===== config.mk =====
export PLATFORM = sky130hd
export DESIGN_NAME = fp_cmac_accumulator_flat
export DESIGN_NICKNAME = d
export VERILOG_FILES = /design/src/rtl/fp_cmac_accumulator_if.sv /design/src/rtl/fp_cmac_accumulator.sv /design/src/flat_wrapper.sv
export SDC_FILE = /design/constraint.sdc
export NUM_CORES = 1
export LEC_CHECK = 0
export ABC_CLOCK_PERIOD_IN_PS = 8300
export CORE_ASPECT_RATIO = 0.6
export CORE_UTILIZATION = 50
export CTS_BUF_LIST = sky130_fd_sc_hd__clkbuf_4 sky130_fd_sc_hd__clkbuf_8
export DETAILED_ROUTE_END_ITERATION = 8
export GPL_ROUTABILITY_DRIVEN = 0
export PLACE_DENSITY = 0.78
export SLEW_MARGIN = 20
export SYNTH_ARGS = -nofsm -noshare
export SYNTH_HDL_FRONTEND = slang
export SYNTH_SLANG_ARGS = --single-unit

===== constraint.sdc =====
create_clock -name clk -period 8.3 [get_ports clk]
set_input_delay 0.83 -clock clk [delete_from_list [all_inputs] [get_ports clk]]
set_output_delay 0.83 -clock clk [all_outputs]
set_load 0.05 [all_outputs]

===== src/rtl/fp_cmac_accumulator_if.sv =====
`default_nettype none
// ============================================================================
// fp_cmac_accumulator_if
// Product stream in / complex sum out handshake bundle for the accumulator.
// Revision: 1.0
// ============================================================================
interface fp_cmac_accumulator_if #(
   parameter int N   = 32,
   parameter int LEN = 8,
   parameter int CW  = $clog2(LEN + 1)
);
   logic          recv_val;
   logic          recv_rdy;
   logic          recv_last;
   logic [N-1:0]  xr;
   logic [N-1:0]  xc;
   logic          send_val;
   logic          send_rdy;
   logic [N-1:0]  sr;
   logic [N-1:0]  sc;
   logic [CW-1:0] send_cnt;

   modport master (
      output recv_val, recv_last, xr, xc, send_rdy,
      input  recv_rdy, send_val, sr, sc, send_cnt
   );

   modport slave (
      input  recv_val, recv_last, xr, xc, send_rdy,
      output recv_rdy, send_val, sr, sc, send_cnt
   );
endinterface
`default_nettype wire


===== src/rtl/fp_cmac_accumulator.sv =====
`default_nettype none
// ============================================================================
// fp_cmac_accumulator
// Sums up to LEN complex products per block, optional saturating add.
// Revision: 1.0
// ============================================================================
module fp_cmac_accumulator #(
   parameter int N   = 32,
   parameter int LEN = 8,
   parameter int SAT = 1
) (
   input wire logic              clk,
   input wire logic              reset,
   fp_cmac_accumulator_if.slave  io
);
   localparam int CW = $clog2(LEN + 1);

   typedef enum logic [0:0] {
      ACC  = 1'b0,
      DONE = 1'b1
   } state_t;

   state_t        state_q, state_d;
   logic [N-1:0]  accr_q, accr_d;
   logic [N-1:0]  accc_q, accc_d;
   logic [CW-1:0] cnt_q, cnt_d;
   logic          recv_rdy_q, send_val_q;
   logic [CW-1:0] cnt_inc;

   // Overflow only possible when both operands share a sign the sum lost.
   function automatic logic [N-1:0] add_fn(input logic [N-1:0] a, input logic [N-1:0] b);
      logic [N-1:0] s;
      s = a + b;
      if ((SAT != 0) && (a[N-1] == b[N-1]) && (s[N-1] != a[N-1])) begin
         s = a[N-1] ? {1'b1, {(N-1){1'b0}}} : {1'b0, {(N-1){1'b1}}};
      end
      return s;
   endfunction

   assign cnt_inc = cnt_q + CW'(1);

   always_comb begin
      state_d = state_q;
      accr_d  = accr_q;
      accc_d  = accc_q;
      cnt_d   = cnt_q;
      case (state_q)
         ACC: begin
            if (io.recv_val) begin
               accr_d = add_fn(accr_q, io.xr);
               accc_d = add_fn(accc_q, io.xc);
               cnt_d  = cnt_inc;
               if ((cnt_inc == CW'(LEN)) || io.recv_last) begin
                  state_d = DONE;
               end
            end
         end
         DONE: begin
            if (io.send_rdy) begin
               accr_d  = '0;
               accc_d  = '0;
               cnt_d   = '0;
               state_d = ACC;
            end
         end
         default: state_d = ACC;
      endcase
   end

   // Handshake outputs are registered copies of the next state decode.
   always_ff @(posedge clk) begin
      if (reset) begin
         state_q    <= ACC;
         accr_q     <= '0;
         accc_q     <= '0;
         cnt_q      <= '0;
         recv_rdy_q <= 1'b1;
         send_val_q <= 1'b0;
      end else begin
         state_q    <= state_d;
         accr_q     <= accr_d;
         accc_q     <= accc_d;
         cnt_q      <= cnt_d;
         recv_rdy_q <= (state_d == ACC);
         send_val_q <= (state_d == DONE);
      end
   end

   assign io.recv_rdy = recv_rdy_q;
   assign io.send_val = send_val_q;
   assign io.sr       = accr_q;
   assign io.sc       = accc_q;
   assign io.send_cnt = cnt_q;
endmodule
`default_nettype wire


===== src/flat_wrapper.sv =====
// flat-port wrapper written by rule: the top's interface ports become plain ports
module fp_cmac_accumulator_flat 
#(
   parameter int N   = 32,
   parameter int LEN = 8,
   parameter int SAT = 1
)
  (clk, reset, io_recv_val, io_recv_last, io_xr, io_xc, io_send_rdy, io_recv_rdy, io_send_val, io_sr, io_sc, io_send_cnt);
  fp_cmac_accumulator_if #(.N(N), .LEN(LEN)) io_i ();
  input wire logic clk;
  input wire logic reset;
  input wire logic [$bits(io_i.recv_val)-1:0] io_recv_val;
  input wire logic [$bits(io_i.recv_last)-1:0] io_recv_last;
  input wire logic [$bits(io_i.xr)-1:0] io_xr;
  input wire logic [$bits(io_i.xc)-1:0] io_xc;
  input wire logic [$bits(io_i.send_rdy)-1:0] io_send_rdy;
  output wire logic [$bits(io_i.recv_rdy)-1:0] io_recv_rdy;
  output wire logic [$bits(io_i.send_val)-1:0] io_send_val;
  output wire logic [$bits(io_i.sr)-1:0] io_sr;
  output wire logic [$bits(io_i.sc)-1:0] io_sc;
  output wire logic [$bits(io_i.send_cnt)-1:0] io_send_cnt;
  assign io_i.recv_val = io_recv_val;
  assign io_i.recv_last = io_recv_last;
  assign io_i.xr = io_xr;
  assign io_i.xc = io_xc;
  assign io_i.send_rdy = io_send_rdy;
  assign io_recv_rdy = io_i.recv_rdy;
  assign io_send_val = io_i.send_val;
  assign io_sr = io_i.sr;
  assign io_sc = io_i.sc;
  assign io_send_cnt = io_i.send_cnt;
  fp_cmac_accumulator #(.N(N), .LEN(LEN), .SAT(SAT)) u_core (.clk(clk), .reset(reset), .io(io_i));
endmodule

==> results.sh <==
export IMPL_status="finished, final reports clean"
export IMPL_die_area_um2=12500
export IMPL_root_buffer="clkbuf_8"
export IMPL_viasPerCell=6.066
export IMPL_drive_above_1_share_pct=3.883
export IMPL_grt_use_met3_pct=7.037
export IMPL_synth_cell_type_count=70
export IMPL_cellLeakagePower_uw=0.003272
export IMPL_crit_path_start="io_xc[0]"
export IMPL_cts_max_path_buffers=2
export IMPL_ant_nets=0
export IMPL_core_um2=11520
export IMPL_cts_tree="done"
export IMPL_grt_pass1_wl_um=29730
export IMPL_reg2reg_to="u_core.io.sc[28]$_SDFFE_PP0P_"
export IMPL_crit_reg2reg_launch="u_core.io.sc[0]$_SDFFE_PP0P_"
export IMPL_grt_pass1_vias=5878
export IMPL_vias=6594
export IMPL_worst_slew_pin_slew_ns=1.050
export IMPL_dpl_cell_count=1071
export IMPL_synth_area_um2=6022
export IMPL_timing_final_ws_setup_ns=4.251
export IMPL_min_period_ns=4.049
export IMPL_hp_start="u_core.io.sc[8]$_SDFFE_PP0P_"
export IMPL_postCtsResizedCells=0
export IMPL_seqPwrFrac_pct=24.0
export IMPL_grtUsageMet1_pct=45.12
export IMPL_wire_per_inst_um=17.26
export IMPL_final_max_slew_viol_count=0
export IMPL_holdWs_ns=0.4704
export IMPL_async_flop_share_pct=0
export IMPL_end_kind="flop"
export IMPL_startpoint_type="input pin"
export IMPL_cts_buffers_inserted=9
export IMPL_synth_area_per_cell_um2=7.537
export IMPL_synth_seq_area_share_pct=23.27
export IMPL_hp_class="flop to flop"
export IMPL_area_growth_pct=27.72
export IMPL_worstSetupPathType="input pin to flop"
export IMPL_cp_arrival_ns=4.34
export IMPL_fin_cells=1087
export IMPL_ys_warn_count=0
export IMPL_relSlewSlack_pct=29.76
export IMPL_die_w_um=143.7
export IMPL_grtUsageTotal_pct=30.48
export IMPL_rows=30
export IMPL_dp_hpwl_um=14200
export IMPL_tns_ns=0
export IMPL_holdBufCountCts=0
export IMPL_power_density_nw_per_um2=251.2
export IMPL_drt_initial_drc_count=495
export IMPL_pwr_share_clk_pct=16.2
export IMPL_p_comb_share_pct=59.7
export IMPL_yosysTopAreaCell="dfxtp_1"
export IMPL_fin_crit_sh_pct=48.78
export IMPL_grt_max_degree=41
export IMPL_use_met2_pct=43.95
export IMPL_post_cts_buffers=0
export IMPL_grt_busiest_layer="met1"
export IMPL_ys_ff_latch=70
export IMPL_netlist_instances=799
export IMPL_cts_sinks=70
export IMPL_synth_edff_count=0
export IMPL_antenna_found_initial=0
export IMPL_maxCapViolations=0
export IMPL_r2r_slack_ns=4.77
export IMPL_crit_path_end="u_core.io.sc[28]$_SDFFE_PP0P_"
export IMPL_synth_main_ff_cell="dfxtp_1"
export IMPL_drt_pre_antenna_iters=5
export IMPL_setup_violations=0
export IMPL_h_tree_depth=3
export IMPL_power_switching_share_pct=47.78
export IMPL_grt_overflow=0
export IMPL_ir_drop_mv=0.1296
export IMPL_cp_max_fo=4
export IMPL_syn_num_nets=933
export IMPL_die_h_um=87.01
export IMPL_final_hold_viol_count=0
export IMPL_p_sw_uw=923.2
export IMPL_yosys_top_cells_count="100 x nand2_1, 75 x a21oi_1, 70 x dfxtp_1"
export IMPL_clk_latency_ns=0.36
export IMPL_synth_most_common_cell="nand2_1"
export IMPL_min_path_cells=2
export IMPL_worst_clock_skew_ns=0.007973
export IMPL_rsz0062_at_grt="false"
export IMPL_dp_slack_ns=3.633
export IMPL_ios=139
export IMPL_initial_utilization_pct=52.26
export IMPL_fin_nets=1056
export IMPL_critPathRequiredTime_ns=8.59
export IMPL_n_antenna_cell=0
export IMPL_netlist_area_leader_share_pct=23.27
export IMPL_ys_top_cells_by_area="dfxtp_1 23%, ha_1 13%, a21oi_1 6.2%"
export IMPL_drt_total_wl_um=18770
export IMPL_reg2regPathDepth=11
export IMPL_clk_pin_slew_ns=0.08
export IMPL_fmax_mhz=247.0
export IMPL_portBuffers=138
export IMPL_drc=0
export IMPL_cell_internal_pwr_uw=1009
## per-stage QoR
stage / instance area, µm² / power (µW) / util (%)
2_1_floorplan: 6022 / 1291 / -
3_3_place_gp: 7468 / 1568 / 64.81
3_5_place_dp: 7468 / 1596 / 64.81
4_1_cts: 7686 / 1921 / 66.70
5_1_grt: 7691 / 2055 / 66.74
6_report: 7691 / 1932 / 66.74
## how the worst min path moves through the flow
| stage | end | slack, ns |
|---|---|---|
| detailed placement | u_core.io.sc[8]$_SDFFE_PP0P_ | 0.46 |
| global placement | u_core.io.sc[7]$_SDFFE_PP0P_ | 0.45 |
| finish | u_core.io.sc[8]$_SDFFE_PP0P_ | 0.47 |
| CTS | u_core.io.sc[8]$_SDFFE_PP0P_ | 0.47 |
| floorplan | u_core.io.sc[21]$_SDFFE_PP0P_ | 0.68 |
| global route | u_core.io.sc[8]$_SDFFE_PP0P_ | 0.50 |
## registers in the layout, indices dropped and copies added, names as in the netlist
register	cells
u_core.io.recv_rdy	1
u_core.io.sc	32
u_core.io.send_cnt	4
u_core.io.send_val	1
u_core.io.sr	32
## cells by family (layout without fill, tap and decap cells)
family,after synthesis,after routing,synth area share [%]
compound gates,298,298,31.15
simple gates,262,262,20.07
flops,70,70,23.27
fa+ha+maj,65,65,13.75
buf+inv,53,181,4.301
xor+xnor,49,49,7.127
mux,2,2,0.3324
## layout make-up
cell class | count | area [µm²]
Timing Repair Buffer | 142 | 1411
Clock buffer | 10 | 131.4
Multi-Input combinational cell | 676 | 4374
Fill cell | 986 | 3832
Sequential cell | 70 | 1401
Clock inverter | 6 | 86.33
Inverter | 23 | 86.33
Tap cell | 160 | 200.2
## placed cells by master (no fill, tap or decap), types with 19 or more instances in the layout
cell,Yosys,final
clkdlybuf4s50_1,0,138
nor3_1,28,28
inv_1,23,23
o21ai_0,69,69
xnor2_1,30,30
ha_1,63,63
o21ai_1,21,21
nor2_1,65,64
dfxtp_1,70,70
nand2_1,100,100
xor2_1,19,19
a21o_1,30,30
a21oi_1,75,75
## critical path, stage by stage
cell and delay, ns:
clkdlybuf4s50_1 0.42, ha_1 0.24, fa_1 0.46, a211oi_1 0.24, o21ai_0 0.16, a311oi_1 0.68
nor4_1 0.23, o311a_1 0.40, o41ai_2 0.32, xnor2_1 0.16, nor2_1 0.06, o21ai_1 0.14
## metal layers
metal	vias up	routed length [µm]
met4	0	212
met1	3014	9243
met2	385	7437
li1	3164	-
met5	-	0
met3	31	1873
## power groups by stage
stage | Combinational (µW) | Clock, µW | Sequential, µW
after floorplan | 617 | 0 | 674
after global placement | 1100 | 0 | 465
after detailed placement | 1130 | 0 | 469
after CTS | 1140 | 323 | 463
after global routing | 1250 | 338 | 471
final | 1150 | 314 | 464
Power figures use the tool's default switching activity.
==> variant 1, RTL diff (same settings) <==
`N` is set to 32 in 3 places; all go to 16.
--- a/src/rtl/fp_cmac_accumulator_if.sv
+++ b/src/rtl/fp_cmac_accumulator_if.sv
@@ -5,7 +5,7 @@
 // Revision: 1.0
 // ============================================================================
 interface fp_cmac_accumulator_if #(
-   parameter int N   = 32,
+   parameter int N   = 16,
    parameter int LEN = 8,
    parameter int CW  = $clog2(LEN + 1)
 );
--- a/src/rtl/fp_cmac_accumulator.sv
+++ b/src/rtl/fp_cmac_accumulator.sv
@@ -5,7 +5,7 @@
 // Revision: 1.0
 // ============================================================================
 module fp_cmac_accumulator #(
-   parameter int N   = 32,
+   parameter int N   = 16,
    parameter int LEN = 8,
    parameter int SAT = 1
 ) (
--- a/src/flat_wrapper.sv
+++ b/src/flat_wrapper.sv
@@ -1,7 +1,7 @@
 // flat-port wrapper written by rule: the top's interface ports become plain ports
 module fp_cmac_accumulator_flat 
 #(
-   parameter int N   = 32,
+   parameter int N   = 16,
    parameter int LEN = 8,
    parameter int SAT = 1
 )
Interface: changed (resized io_sc, io_sr, io_xc and io_xr); port bits go from 139 to 75. The function was not compared with the original's and may differ.
==> variant 1 against the original RTL <==
  * Non-clock buffer count fell by 65
  * Core utilization fell by 0.083 points
  * Area after synthesis fell by 47%
  * Count of clock-buffer cells in the layout fell by 3
  * Synthesized cell count fell by 51%
  * Sequential cell count fell by 32
  * Power fell by 58%
  * Worst setup slack improved by 920 ps
  * Cell area fell by 47%
  * Wire length fell by 51%
  * Critical path depth fell by 3
  * Register-to-register slack improved by 990 ps
  * Clock power fell by 54%
  * Highest routed layer unchanged
==> variant 1: results (changes against the original RTL) <==
[yosys]
synth_xor_area_share_pct = 5.169  ; was 7.127%
synth_async_sr_flop_share_pct = 0  ; unchanged
synthAdderAreaFrac_pct = 13.29  ; was 13.75%
syn_nets = 465  ; was 933
netlist-cell-type-count = 66  ; was 70
synth.area.top_cells = dfxtp_1 24%, ha_1 12%, a21oi_1 9.0%  ; was dfxtp_1 23%, ha_1 13%, a21oi_1 6.2%
ys_top_cells_by_count = 58 x a21oi_1, 44 x nand2_1, 38 x dfxtp_1  ; was 100 x nand2_1, 75 x a21oi_1, 70 x dfxtp_1
synth_warnings = 0  ; unchanged
muxShareOfSynthArea_pct = 0.6218  ; was 0.3324%
ys_seq_area_share_pct = 23.63  ; was 23.27%
synth_compound_area_share_pct = 37.12  ; was 31.14%
postSynthCellCount = 395  ; was 799

[min_path]
holdCritPathClass = reg2reg  ; unchanged
hold_start = u_core.io.sr[7]  ; was u_core.io.sc[8]

[clock_tree]
cts_buffers = 5  ; was 9
post-cts-setup-buffers = 0  ; unchanged
cts_root_buffer = clkbuf_8  ; unchanged
ctsResizeCount = 0  ; unchanged
htree_levels = 2  ; was 3
path_clk_slew_ps = 80  ; about the same
clock_path_buffers = 2  ; unchanged
clk_latency_ps = 300  ; was 360 ps

[route]
vias = 3342  ; was 6594
drt-total-wl_microns = 9209  ; was 18770 microns
vias_per_cell = 6.076  ; was 6.066
first_pass_iters = 5  ; unchanged
initialDrtViolationCount = 204  ; was 495

[placed_design]
post-place-cells = 542  ; was 1071
pre_cts_ws_ps = 4869  ; was 3633 ps
hpwl_microns = 6958  ; was 14200 microns
numPortBuffers = 74  ; was 138

[critical_path]
path_max_fanout = 4  ; unchanged
crit_arrival_ps = 3300  ; was 4340 ps
timing.rr.start = u_core.io.sc[0]  ; unchanged
crit_path_start = io_xc[0]  ; unchanged

[global_route]
grt_pass1_wl_microns = 14950  ; was 29730 microns
grt_max_degree = 40  ; was 41
first_global_vias = 3047  ; was 5878
grt_usage_pct = 27.93  ; was 30.48%
grt_antenna_before_repair = 0  ; unchanged

[cells_and_area]
nets = 535  ; was 1056
n_fill_cell = 556  ; was 986
antenna_cells = 0  ; unchanged
drive_gt1_share_pct = 9.442  ; was 3.883%

[pwr]
ir_drop_v = 0.0001034  ; was 0.0001296 V
leakage_nw = 1.625  ; was 3.272 nW

[timing]
worst_pin_slew_ps = 834.3  ; was 1050 ps
clock-skew-final_ps = 6.363  ; was 7.973 ps

[status]
status = finished clean  ; unchanged

[variant 1: metrics by stage]
step	power (mW)	hold WS, ps	instance area, sq um
global placement	0.6630	457.6	4008
global route	0.8699	518.0	4110
detailed placement	0.6748	465.6	4015
CTS	0.8189	475.9	4110
floorplan	0.5545	682.0	3219
finish	0.8205	476.0	4110
[variant 1: logic make-up (layout without fill, tap and decap cells)]
group,after synthesis,after routing
buffers and inverters,21,92
AOI/OAI and AO/OA,170,170
xor gates and xnor gates,19,19
and+or+nand+nor,112,112
DFF,38,38
muxes,2,2
adders and majority gates,33,33
[variant 1: per-layer routing]
layer  up-vias  share of wire (%)  track usage (%)
met2       142                 40            40.63
met1      1553                 52            42.36
met3         9                7.7            4.694
li1       1638                  -                -
met4         0               0.85            6.597
met5         -                  0                0
[variant 1: cell type report]
type	instances	area [sq um]	area share [%]
multi-input combinational	336	2360	57.41
clock buffer	7	90.09	2.192
timing repair buffer	77	763.2	18.57
tap	84	105.1	2.557
sequential	38	760.7	18.51
inverter	7	26.28	0.6393
clock inverter	1	5.005	0.1218
[variant 1: final timing paths]
kind,end,slack (ps),depth (start not counted)
setup / recovery,u_core.io.sc[10],5170,9
hold / removal,u_core.io.sr[7],480,2
setup reg to reg,u_core.io.sc[10],5760,8
hold reg to reg,u_core.io.sr[7],480,2
[variant 1: critical path, stage by stage]
cell and delay, ps:
clkdlybuf4s50_1 410, ha_1 240, fa_1 450, a211oi_2 230
o21ai_2 130, o2111a_1 290, or3_1 380, a211oi_2 260
o31ai_1 90
[variant 1: report_power, final]
group	switching (mW)	total, mW	internal [mW]	leakage, nW
registers	0.0237	0.230	0.207	0.312
logic	0.272	0.447	0.176	1.26
clock network	0.0721	0.143	0.0705	0.0517
==> variant 2, RTL diff (config.mk and constraints unchanged) <==
Without the edit above. Reset style: asynchronous (`reset`), changed in one clocked block.
--- a/src/rtl/fp_cmac_accumulator.sv
+++ b/src/rtl/fp_cmac_accumulator.sv
@@ -68,7 +68,7 @@
    end
 
    // Handshake outputs are registered copies of the next state decode.
-   always_ff @(posedge clk) begin
+   always_ff @(posedge clk or posedge reset) begin
       if (reset) begin
          state_q    <= ACC;
          accr_q     <= '0;
Function: differs if reset is asserted again (counterexample within 4 cycles, from zero or initial values and one cycle with reset high); with reset held inactive, the same outputs for 4 cycles.
==> variant 2 against the original RTL <==
  * Worst setup slack worse by 250 ps
  * Cell area is 3.6% higher
  * Area after synthesis rose by 4.4%
  * Sequential share of layout area increased by 3.8 points
  * Highest routed layer unchanged
  * Count of clock-buffer cells in the layout down 1
  * Sequential cell count unchanged
  * Critical path type unchanged
  * Wire length is 4.1% higher
  * First-iteration DRC count rose by 27%
Power is not compared: it rests on default switching activity, and its combinational part moved more than twofold at a synthesized area within 25%.
==> variant 2: results (changes against the original RTL) <==
[global_route]
grt_pass1_wl_microns = 30520  ; was 29730 microns
grt_max_degree = 71  ; was 41
grt_usage_pct = 29.94  ; was 30.48%
grt_antenna_before_repair = 0  ; unchanged
first_global_vias = 5897  ; was 5878

[route]
vias = 6463  ; was 6594
initialDrtViolationCount = 627  ; was 495
drt-total-wl_microns = 19540  ; was 18770 microns
first_pass_iters = 5  ; unchanged

[yosys]
synth_top_area_share_pct = 27.45  ; was 23.27%
postSynthCellCount = 727  ; was 799
synth_ff_type = dfrtp_1  ; was dfxtp_1
netlist-cell-type-count = 69  ; was 70
synth_async_sr_flop_share_pct = 100.0  ; was 0%
ys_seq_area_share_pct = 27.87  ; was 23.27%
synth.area.top_cells = dfrtp_1 27%, ha_1 13%, a21oi_1 4.8%  ; was dfxtp_1 23%, ha_1 13%, a21oi_1 6.2%
ys_top_cells_by_count = 77 x nand2_1, 69 x dfrtp_1, 63 x ha_1  ; was 100 x nand2_1, 75 x a21oi_1, 70 x dfxtp_1
synth_warnings = 0  ; unchanged
syn_nets = 861  ; was 933

[clock_tree]
cts_root_buffer = clkbuf_8  ; unchanged
htree_levels = 3  ; unchanged
path_clk_slew_ps = 80  ; about the same
post-cts-setup-buffers = 0  ; unchanged
ctsResizeCount = 0  ; unchanged
clk_latency_ps = 370
clock_path_buffers = 2  ; unchanged

[timing]
hold_slack_ps = 516.4  ; was 470.4 ps
report.final.slew_viol_count = 0  ; unchanged
fin_ws_ps = 4001  ; was 4251 ps
worst_pin_slew_ps = 966.6  ; was 1050 ps
clock-skew-final_ps = 10.63  ; was 7.973 ps

[pwr]
ir_drop_v = 0.0002408

[cells_and_area]
nets = 986  ; was 1056
drive_gt1_share_pct = 4.551  ; was 3.883%
final_cells = 1022  ; was 1087

[min_path]
holdCritPathClass = reg2reg  ; unchanged
hold_start = u_core.io.sc[23]  ; was u_core.io.sc[8]
worstHoldEndpoint = u_core.io.sc[23]  ; was u_core.io.sc[8]
worstHoldPathCells = 2  ; unchanged

[status]
status = finished clean  ; unchanged

[critical_path]
crit_arrival_ps = 4560  ; was 4340 ps
regToRegEndpoint = u_core.io.sr[26]  ; was u_core.io.sc[28]
crit_path_start = io_xr[16]  ; was io_xc[0]
r2r_cells = 10  ; was 11
path_max_fanout = 21  ; was 4
r2r_slack_ps = 4440  ; was 4770 ps
timing.rr.start = u_core.io.sr[16]  ; was u_core.io.sc[0]

[placed_design]
hpwl_microns = 14270  ; was 14200 microns
dpl_cell_area_sq_mm = 0.007794  ; was 0.007468 sq mm
pre_cts_ws_ps = 3835  ; was 3633 ps

[variant 2: layout make-up]
cell class / count / area, sq um
Multi-Input combinational cell: 605 / 4329
Timing Repair Buffer: 143 / 1419
Clock inverter: 7 / 48.80
Fill cell: 979 / 4174
Clock buffer: 9 / 123.9
Tap cell: 165 / 206.4
Sequential cell: 70 / 1753
Inverter: 23 / 86.33
[variant 2: power breakdown]
| part | leakage, nW | switching, mW | internal (mW) |
|---|---|---|---|
| clock | 0.0894 | 0.156 | 0.109 |
| sequential | 0.877 | 0.161 | 0.493 |
| combinational | 2.70 | 1.58 | 1.00 |
[variant 2: metal layers]
metal / global-route usage, % / vias up / share of wire (%)
li1: - / 3013 / -
met1: 44.90 / 3077 / 49
met2: 42.18 / 343 / 40
met3: 7.629 / 30 / 10
met4: 7.386 / 0 / 1.2
met5: 0 / - / 0
[variant 2: kinds of logic (layout without fill, tap and decap cells)]
family	count (synthesis)	in the layout	synth area share (%)
mux	7	7	1.134
buf+inv	52	182	3.600
xor+xnor	47	47	6.545
simple gates	209	209	16.45
compound gates	277	277	31.23
fa+ha+maj	65	65	13.17
flops	70	70	27.87
[variant 2: worst max-delay path, cell delays in order]
cell and delay, ps:
clkdlybuf4s50_1 410, ha_1 390, a211o_1 360, a2111oi_0 410
o21ai_0 270, and3_1 250, a211oi_2 420, mux2i_2 470
buf_4 350, o21ai_0 150, a22o_1 220
